<file path="src/rtl/sb_tx_framer_pkg.sv">
// sb_tx_framer_pkg: shared sideband TX types and framing constants.
package sb_tx_framer_pkg;
  typedef enum logic [1:0] {IDLE, LOAD, SHIFT, GAP} sb_state_e;
  localparam int SB_PKT_UI = 64;
  localparam int SB_GAP_UI = 32;
  typedef logic [63:0] sb_word_t;
endpackage

</file>
<file path="src/rtl/sb_tx_framer.sv">
// sb_tx_framer: frames header/data words for the sideband serializer with enable,
// pack-finished and clock-enable timing plus the inter-word idle gap.
module sb_tx_framer
  import sb_tx_framer_pkg::*;
#(
  parameter int PKT_UI = SB_PKT_UI,
  parameter int GAP_UI = SB_GAP_UI
) (
  input  logic        i_pll_clk,
  input  logic        i_rst_n,
  input  logic        i_pkt_valid,
  input  logic [63:0] i_pkt_header,
  input  logic [63:0] i_pkt_data,
  input  logic        i_pkt_has_data,
  output logic        o_pkt_ready,
  output logic [63:0] o_ser_data,
  output logic        o_ser_enable,
  output logic        o_ser_pack_finished,
  output logic        o_last_pack,
  output logic        o_sb_clk_en,
  output logic        o_busy
);
  localparam int BW = $clog2(PKT_UI);
  localparam int GW = $clog2(GAP_UI);
  localparam logic [BW-1:0] LAST_BIT = BW'(PKT_UI - 1);
  localparam logic [GW-1:0] LAST_GAP = GW'(GAP_UI - 1);
  sb_state_e state, nxt;
  logic [BW-1:0] bit_cnt;
  logic [GW-1:0] gap_cnt;
  sb_word_t hdr, dat;
  logic has_data, word_sel, clk_en;
  logic accept, bit_done, gap_done;
  assign accept   = state == IDLE && i_pkt_valid;
  assign bit_done = state == SHIFT && bit_cnt == LAST_BIT;
  assign gap_done = state == GAP && gap_cnt == LAST_GAP;
  // Holding registers only change on accept, so the mux stays stable between LOADs.
  assign o_ser_data          = word_sel ? dat : hdr;
  assign o_ser_enable        = state == LOAD || state == SHIFT;
  assign o_ser_pack_finished = bit_done;
  assign o_last_pack         = state != IDLE && (word_sel || !has_data);
  assign o_pkt_ready         = state == IDLE;
  assign o_busy              = state != IDLE;
  assign o_sb_clk_en         = clk_en;
  always_comb begin
    nxt = state;
    case (state)
      IDLE:    nxt = i_pkt_valid ? LOAD : IDLE;
      LOAD:    nxt = SHIFT;
      SHIFT:   nxt = bit_done ? GAP : SHIFT;
      GAP:     nxt = gap_done ? ((!word_sel && has_data) ? LOAD : IDLE) : GAP;
      default: nxt = IDLE;
    endcase
  end
  always_ff @(posedge i_pll_clk or negedge i_rst_n) begin
    if (!i_rst_n) begin
      state    <= IDLE;
      bit_cnt  <= '0;
      gap_cnt  <= '0;
      hdr      <= '0;
      dat      <= '0;
      has_data <= 1'b0;
      word_sel <= 1'b0;
      clk_en   <= 1'b0;
    end else begin
      state   <= nxt;
      // Registered one cycle behind enable so the gate covers serial bits T1..T64.
      clk_en  <= state == LOAD || state == SHIFT;
      bit_cnt <= state == LOAD ? BW'(1) : (state == SHIFT && !bit_done) ? bit_cnt + 1'b1 : bit_cnt;
      gap_cnt <= state == SHIFT ? '0 : state == GAP ? gap_cnt + 1'b1 : gap_cnt;
      if (accept) begin
        hdr      <= i_pkt_header;
        dat      <= i_pkt_data;
        has_data <= i_pkt_has_data;
        word_sel <= 1'b0;
      end else if (gap_done && !word_sel && has_data) begin
        word_sel <= 1'b1;
      end
    end
  end
endmodule

</file>
<file path="config.mk">
export PLATFORM = sky130hd
export DESIGN_NAME = sb_tx_framer
export DESIGN_NICKNAME = d
export VERILOG_FILES = /design/src/rtl/sb_tx_framer_pkg.sv /design/src/rtl/sb_tx_framer.sv
export SDC_FILE = /design/constraint.sdc
export NUM_CORES = 1
export LEC_CHECK = 0
export ABC_AREA = 1
export CORE_MARGIN = 2
export CORE_UTILIZATION = 47
export CTS_CLUSTER_DIAMETER = 60
export DETAILED_ROUTE_END_ITERATION = 10
export MAX_ROUTING_LAYER = met4
export PLACE_DENSITY = 0.86
export SYNTH_ARGS = -nofsm -noshare
export SYNTH_HDL_FRONTEND = slang
export SYNTH_SLANG_ARGS = --single-unit
export TNS_END_PERCENT = 5
</file>
<file path="constraint.sdc">
create_clock -name i_pll_clk -period 1.5 [get_ports i_pll_clk]
set_input_delay 0.3 -clock i_pll_clk [delete_from_list [all_inputs] [get_ports i_pll_clk]]
set_output_delay 0.3 -clock i_pll_clk [all_outputs]
set_load 0.1 [all_outputs]
</file>
Word level (Yosys, flattened, before mapping)
Cells that the tools add are included.
{"block": "classes", "n_reduce_logical": 18, "n_mux": 12, "addsub": 2, "eq_ne": 5}
{"cell": "$mux 64", "count": 1}
{"cell": "$mux 6", "count": 2}
{"cell": "$mux 5", "count": 2}
{"cell": "$logic_and 1x1->1", "count": 8}
{"cell": "$pmux 2 s4", "count": 1}
{"cell": "$reduce_bool 2->1", "count": 4}
{"cell": "$add 6x1->6 const B", "count": 1}
{"cell": "$eq 6x6->1 const B", "count": 1}
{"cell": "$add 5x1->5 const B", "count": 1}
{"cell": "$eq 5x5->1 const B", "count": 1}
{"cell": "$mux 1", "count": 5}
{"cell": "$eq 2x2->1 const B", "count": 2}
{"cell": "$logic_not 1->1", "count": 3}
{"cell": "$eq 2x1->1 const B", "count": 1}
{"cell": "$logic_not 2->1", "count": 1}
{"cell": "$logic_or 1x1->1", "count": 2}
{"cell": "$mux 2", "count": 1}
{"block": "totals", "reg_bits": 144, "word_cells": 45, "output_inout_bits": 70, "in_bits": 132}

Longest topological paths before layout
Gate-level depths: netlist (run 1).
{"block": "logic_depth", "depth_word": 6, "mapped_depth": 9, "ltp_nobuf": 9}

Worst setup path before layout (run 1)
OpenSTA, ideal clock, no wires.
{"block": "synth_timing", "kind": "register -> output", "startpoint": "register state[0]", "endpoint": "output o_last_pack", "arrival_ns": 2.627, "setup_slack_ns": -1.427, "n_path_buf": 0, "required_time_ns": 1.200, "stages_incl_launch_ff": 4, "cell_sequence": "dfrtp_1 inv_1 ha_1 a21oi_1"}
{"block": "synth_via", "elab_chain_cells": 2}
{"element": "start: declaration", "line": "sb_tx_framer.sv:27", "source": "sb_state_e state, nxt;"}
{"element": "start signal: assignment", "line": "sb_tx_framer.sv:65", "source": "state <= nxt;"}
{"element": "$reduce_bool 2->1", "line": "sb_tx_framer.sv:40", "source": "assign o_last_pack = state != IDLE && (word_sel || !has_data);"}
{"element": "$logic_and 1x1->1", "line": "sb_tx_framer.sv:40"}
{"element": "end: declaration", "line": "sb_tx_framer.sv:19", "source": "output logic o_last_pack,"}
Every way passes these cells.

Worst setup path after layout (run 1)
{"block": "layout_timing", "startpoint": "register word_sel", "endpoint": "output o_ser_data[14]"}
{"block": "layout_via", "elab_chain_cells": 1}
{"element": "start: declaration", "line": "sb_tx_framer.sv:31", "source": "logic has_data, word_sel, clk_en;"}
{"element": "start signal: assignment", "line": "sb_tx_framer.sv:62", "source": "word_sel <= 1'b0;"}
{"element": "start signal: assignment", "line": "sb_tx_framer.sv:74", "source": "word_sel <= 1'b0;"}
{"element": "start signal: assignment", "line": "sb_tx_framer.sv:76", "source": "word_sel <= 1'b1;"}
{"element": "$mux 64", "line": "sb_tx_framer.sv:37", "source": "assign o_ser_data = word_sel ? dat : hdr;"}
{"element": "end: declaration", "line": "sb_tx_framer.sv:16", "source": "output logic [63:0] o_ser_data,"}
Every way passes these cells.

==> results of run 1 <==
==> worst max-delay path by stage <==
stage | cells after the start | to | slack [ns]
finish | 5 | o_ser_data[14] | -0.36
global placement | 5 | dat[49] | -0.16
detailed placement | 5 | dat[42] | -0.24
floorplan | 5 | state[0] | -0.23
global route | 5 | o_ser_pack_finished | -0.41
CTS | 6 | o_ser_pack_finished | -0.37
==> routing by layer <==
metal | vias up | GRT usage, % | routed length, um
met4 | 0 | 9.27 | 318
met2 | 221 | 45.4 | 9790
met3 | 25 | 5.83 | 1210
met5 | - | - | 0
met1 | 2956 | 31.6 | 7310
li1 | 2983 | - | -
==> logic make-up after synthesis <==
| group | Yosys count |
|---|---|
| AND/OR/NAND/NOR | 631 |
| flip-flops | 144 |
| buffers and inverters | 63 |
| AO/OA/AOI/OAI | 13 |
| adder cells (fa/ha/maj) | 7 |
==> state kept, by name (all words and copies together) (netlist names) <==
| register | cells |
|---|---|
| hdr | 64 |
| gap_cnt | 5 |
| has_data | 1 |
| word_sel | 1 |
| dat | 64 |
| bit_cnt | 6 |
| state | 2 |
| o_sb_clk_en | 1 |
==> report_power, final <==
group	total, uW	internal [uW]	switching (uW)
Combinational	442	311	131
Sequential	3890	3890	0
Clock	3920	2420	1500
==> repair_timing <==
item	CTS	global route
pin swaps	0	2
setup buffers	1	2
hold buffers	1	0
endpoints found under the setup margin	141	125
endpoints found under the hold margin	32	0
cloned	1	2
gates resized for setup	27	21
==> cells in the final DEF, fill, tap and decap left out <==
cell,count
sky130_fd_sc_hd__a21oi_1,2
sky130_fd_sc_hd__a21oi_4,1
sky130_fd_sc_hd__buf_12,79
sky130_fd_sc_hd__buf_16,1
sky130_fd_sc_hd__buf_4,10
sky130_fd_sc_hd__buf_6,3
sky130_fd_sc_hd__buf_8,1
sky130_fd_sc_hd__bufinv_16,1
sky130_fd_sc_hd__clkbuf_1,3
sky130_fd_sc_hd__clkbuf_16,19
sky130_fd_sc_hd__clkbuf_8,4
sky130_fd_sc_hd__clkdlybuf4s50_1,130
sky130_fd_sc_hd__clkinv_2,5
sky130_fd_sc_hd__clkinvlp_4,2
sky130_fd_sc_hd__dfrtp_1,143
sky130_fd_sc_hd__dfrtp_2,1
sky130_fd_sc_hd__dlygate4sd3_1,1
sky130_fd_sc_hd__ha_1,3
sky130_fd_sc_hd__ha_2,3
sky130_fd_sc_hd__ha_4,1
sky130_fd_sc_hd__inv_1,11
sky130_fd_sc_hd__inv_2,5
sky130_fd_sc_hd__inv_8,1
sky130_fd_sc_hd__nand2_1,525
sky130_fd_sc_hd__nand2_2,72
sky130_fd_sc_hd__nand2_4,4
sky130_fd_sc_hd__nand3_1,12
sky130_fd_sc_hd__nand3_4,1
sky130_fd_sc_hd__nand4_1,1
sky130_fd_sc_hd__nor2_1,10
sky130_fd_sc_hd__nor2_4,1
sky130_fd_sc_hd__nor3_1,5
sky130_fd_sc_hd__o21ai_0,8
sky130_fd_sc_hd__o21bai_1,1
sky130_fd_sc_hd__o31ai_1,1
==> cell type report <==
class / instances / area share, %
tap: 176 / 2.12
clock buffer: 24 / 4.74
sequential: 144 / 34.8
timing repair buffer: 227 / 29.9
multi-input combinational: 651 / 27.1
clock inverter: 6 / 0.555
inverter: 19 / 0.809
==> per-stage QoR <==
stage	TNS (ns)	hold WS [ns]
after floorplan	-13.71	0.00441
after global placement	-15.92	0.224
after detailed placement	-18.27	0.226
after CTS	-23.12	0.361
after global routing	-25.87	0.377
final	-22.08	0.351
==> results_dict.tcl, run 1 <==
set metrics [dict create \
    pin_count_of_the_biggest_net_entering_global_routing 63 \
    synthSimpleGateAreaFrac_pct 37.0 \
    async_s_r_ff_share_synth_pct 100 \
    final_cells 1247 \
    min_path_type "input port to async pin" \
    route.detailed.vias_per_inst 4.96 \
    postRouteAntennaNets 0 \
    max-clock-path-buffers 2 \
    synthesis.nets 997 \
    root_buffer "sky130_fd_sc_hd__clkbuf_16" \
    peakVddDrop_mv 0.652 \
    cell_rows 42 \
    post-route-util_pct 77.7 \
    sink_count 144 \
    area_occupied_by_multi_input_gates_mm2 0.00281 \
    synthToLayoutAreaGrowth_pct 59.9 \
    antenna_cells 0 \
    drt_first_pass_iters 7 \
    synthMuxAreaShare_pct 0 \
    outcome "complete, but fails checks" \
    share_of_final_layout_standard_cells_stronger_than_drive_strength_1_pct 20.1 \
    number_of_antenna_violations_at_the_first_check_in_global_routing 0 \
    slowest_stage "sky130_fd_sc_hd__dfrtp_2" \
    design.core.area_mm2 0.0133 \
    ys_top_cells_by_count "sky130_fd_sc_hd__nand2_1, sky130_fd_sc_hd__dfrtp_1, sky130_fd_sc_hd__buf_2, sky130_fd_sc_hd__inv_1, sky130_fd_sc_hd__nand3_1" \
    cp_cell_sequence "inv_8 -> buf_12 -> nand2_2 -> nand2_2 -> buf_12" \
    cts_tree "yes" \
    worstSetupStartpointType "flop" \
    die_area_mm2 0.0147 \
    globalRoute.totalOverflow 0 \
    timing.critical_path.max_delay_family "buffers and inverters" \
    seqCellArea_mm2 0.00360 \
    maxSlewHeadroom_pct 73.1 \
    nFillCells 889 \
    tot_pwr_uw 8250 \
    synth_compound_area_share_pct 1.08 \
    gp_congestion 0.810 \
    critPathLaunch "word_sel" \
    cell_count_after_synthesis 858 \
    starting_utilization_of_the_core_area_pct 48.6 \
    synthesized_area_fraction_occupied_by_xor_and_xnor_cells_pct 0 \
    drc 0 \
    max_fclk_ghz 0.537 \
    via_count 6185 \
    cts.reportedPaths.clkPinSlew_ns 0.05 \
    worst_setup_path_end_kind "primary output" \
    synth-warning-count 0 \
    layout_setup_ws_ns -0.362 \
    count_of_buffers_inserted_at_the_top_level_ports 201 \
    num_io_pins 202 \
    dp_hpwl_um 12400 \
    track_usage_pct 26.7 \
    detailed_place.area_mm2 0.00957 \
    die_width_um 121 \
    p_leak_uw 0.00538 \
    yosys-top-cells-area "sky130_fd_sc_hd__dfrtp_1, sky130_fd_sc_hd__nand2_1, sky130_fd_sc_hd__buf_2" \
    numPlacedInstances 1210 \
    synthAdderAreaFrac_pct 1.35 \
    synth_largest_area_cell "sky130_fd_sc_hd__dfrtp_1" \
    critical_path_peak_fanout 15 \
    failed_checks "setup timing" \
    clk-insertion-delay-late_ns 0.42 \
    worst-slew-pin-transition_ns 0.403 \
    number_of_flops_mapped_to_enable_cells_by_yosys 0 \
    synth_top_area_share_pct 55.6 \
    regToRegEndpoint "state[0]" \
    cp_data_required_time_ns 1.20 \
    grt_setup_unrepaired "true" \
    power-per-cell-area_mw_per_mm2 796 \
    final_nets 1199 \
    maxCapViolations 0 \
    clock_tree.htree_level_count 4 \
    postLayoutCellArea_mm2 0.0104 \
    synth_flop_cell "sky130_fd_sc_hd__dfrtp_1" \
    wire_per_inst_um 14.9 \
    hold_viol 0 \
    timing.reg2reg.worst_path_depth 9 \
    mappedNetlistArea_mm2 0.00648 \
    setup_violations 69 \
    drt_first_iter_violations 459 \
    worst_path_largest_cell_delay_ns 0.48 \
    post_synth.cell_area_avg_um2 7.56 \
    sequential_to_total_area_share_from_yosys_stat_pct 55.6 \
    cts-buffers-inserted 17 \
    grt_pass1_vias 6156 \
    chipHeight_um 121 \
    ys_ff_latch 144 \
    dp_worst_setup_slack_ns -0.240 \
    crit-reg2reg-launch "gap_cnt[0]" \
    yosysUniqueCellTypes 19 \
    critical_path_class "flop to primary output" \
    timing.final.crit_share_pct 124 \
    fin_skew_ns 0.00693 \
    timing.critical_path.buf_inv 3 \
    drt_wl_total_um 18600 \
    synth_top_family_by_area "simple AND/OR/NAND/NOR gates" \
    count_leader_synth "sky130_fd_sc_hd__nand2_1" \
    r2r_setup_slack_ns 0.06 \
    min_period_ns 1.86 \
    first_pass_grt_wire_length_um 29600 \
    crit_arrival_ns 1.56 \
    max_slew_vio_count 0 \
]
Power figures use the tool's default switching activity.
==> run 2, diff against run 1 <==
MAX_ROUTING_LAYER = unset   (was met4)
clock period = 1.9 ns   (was 1.5 ns; I/O delays follow)
==> run 2 against run 1 <==
Effect of this change: the run still ends with setup timing left; hold slack improved by 0.081 ns; combinational power is 21% lower; first-iteration DRC count up 19%; non-clock buffer count is 3 lower; total power is 22% lower; clock skew about the same; core utilization fell by 0.46 points; critical path depth stayed put; cell count down 0.24%; via count is 2.0% higher; sequential share of layout area grew 0.21 points; wire length is 5.7% higher; critical path type unchanged.
==> results_dict.tcl, run 2 (synthesized netlist as in run 1, its figures left out) <==
set metrics [dict create \
    max_fclk_ghz 0.508 \
    num_io_pins 202 \
    cts.reportedPaths.clkPinSlew_ns 0.06 \
    drt_wl_total_um 19700 \
    p_leak_uw 0.00535 \
    number_of_antenna_violations_at_the_first_check_in_global_routing 0 \
    synthToLayoutAreaGrowth_pct 58.9 \
    pin_count_of_the_biggest_net_entering_global_routing 67 \
    min_path_type "input port to async pin" \
    gp_congestion 0.814 \
    drc 0 \
    maxCapViolations 0 \
    track_usage_pct 27.4 \
    maxSlewHeadroom_pct 55.4 \
    final_nets 1196 \
    clock_tree.htree_level_count 4 \
    cts-buffers-inserted 17 \
    failed_checks "setup timing" \
    via_count 6311 \
    drt_first_iter_violations 544 \
    share_of_final_layout_standard_cells_stronger_than_drive_strength_1_pct 18.9 \
    min_period_ns 1.97 \
    wire_per_inst_um 15.8 \
    root_buffer "sky130_fd_sc_hd__clkbuf_16" \
    first_pass_grt_wire_length_um 31100 \
    final_common_cell "sky130_fd_sc_hd__nand2_1" \
    sink_count 144 \
    crit-reg2reg-launch "state[1]" \
    count_of_buffers_inserted_at_the_top_level_ports 201 \
    max-clock-path-buffers 2 \
    layout_setup_ws_ns -0.0702 \
    peakVddDrop_mv 0.609 \
    worst_setup_path_end_kind "primary output" \
    cell_rows 42 \
    die_area_mm2 0.0147 \
    worstSetupStartpointType "flop" \
    drt_first_pass_iters 5 \
    outcome "complete, but fails checks" \
    die_width_um 121 \
    holdWs_ns 0.432 \
    layout_common_cells "sky130_fd_sc_hd__nand2_1, sky130_fd_sc_hd__dfrtp_1, sky130_fd_sc_hd__clkdlybuf4s50_1" \
    critical_path_class "flop to primary output" \
    postRouteAntennaNets 0 \
    grt_setup_unrepaired "true" \
    dp_hpwl_um 12400 \
    tot_pwr_uw 6470 \
    hold_viol 0 \
    globalRoute.totalOverflow 0 \
    clk-insertion-delay-late_ns 0.42 \
    setup_violations 66 \
    antenna_cells 0 \
    max_slew_vio_count 0 \
    design.core.area_mm2 0.0133 \
    timing.final.crit_share_pct 104 \
    fin_skew_ns 0.00738 \
    grt_pass1_vias 6419 \
    largestRegisters "dat x64, hdr x64, bit_cnt x6" \
    worst-slew-pin-transition_ns 0.669 \
    starting_utilization_of_the_core_area_pct 48.6 \
    cp_data_required_time_ns 1.52 \
    critPathLaunch "word_sel" \
    crit_arrival_ns 1.59 \
    route.detailed.vias_per_inst 5.07 \
    power-per-cell-area_mw_per_mm2 628 \
    critical_path_peak_fanout 10 \
    chipHeight_um 121 \
    cts_tree "yes" \
]
run 2: worst paths after layout:
kind | end | slack [ns] | depth (start not counted)
setup / recovery | o_ser_data[43] | -0.07 | 5
hold / removal | dat[62] | 0.43 | 2
setup reg to reg | dat[62] | 0.15 | 6
hold reg to reg | dat[19] | 0.48 | 2
max in group asynchronous | dat[18] | 0.77 | 3
min in group i_pll_clk | dat[19] | 0.48 | 2
run 2: per-layer routing:
metal | routed length [um] | vias up | GRT usage [%]
met5 | 0 | - | 0
met4 | 705 | 0 | 12.9
met3 | 1560 | 51 | 8.41
met2 | 10100 | 269 | 46.8
met1 | 7300 | 3009 | 31.4
li1 | - | 2982 | -
run 2: power by group:
part           switching, uW  internal [uW]  leakage, uW
clock network           1220           1840     0.000269
registers                  0           3070      0.00198
logic                    105            244      0.00310
total                   1320           5150      0.00535
run 2: repair_timing:
item / CTS / global route
setup buffers: 0 / 4
cloned: 1 / 4
endpoints found under the hold margin: 33 / 0
pin swaps: 0 / 1
setup endpoints to repair: 67 / 67
hold buffers: 1 / 0
resized for setup: 71 / 8
run 2: worst max-delay path: stages, from the launching register on:
cell                        delay [ns]
sky130_fd_sc_hd__dfrtp_2          0.48
sky130_fd_sc_hd__inv_8            0.15
sky130_fd_sc_hd__clkbuf_16        0.19
sky130_fd_sc_hd__nand2_1          0.07
sky130_fd_sc_hd__nand2_2          0.09
sky130_fd_sc_hd__buf_12           0.17
run 2: metrics by stage:
stage	worst slack, ns	util, %	std cells	setup TNS (ns)	area (um2)
2_1_floorplan	0.0303	-	858	0	6520
3_3_place_gp	0.135	70.5	1204	0	9410
3_5_place_dp	0.112	70.5	1204	0	9410
4_1_cts	-0.0694	76.1	1236	-2.42	10200
5_1_grt	-0.109	77.2	1244	-5.69	10300
6_report	-0.0702	77.2	1244	-2.13	10300
run 2: final cells by class:
| class | instances | area (um2) |
|---|---|---|
| multi-input combinational | 651 | 2780 |
| sequential | 144 | 3600 |
| clock inverter | 8 | 65.1 |
| timing repair buffer | 224 | 3090 |
| clock buffer | 22 | 464 |
| tap | 176 | 220 |
| inverter | 19 | 85.1 |
| fill | 896 | 3040 |
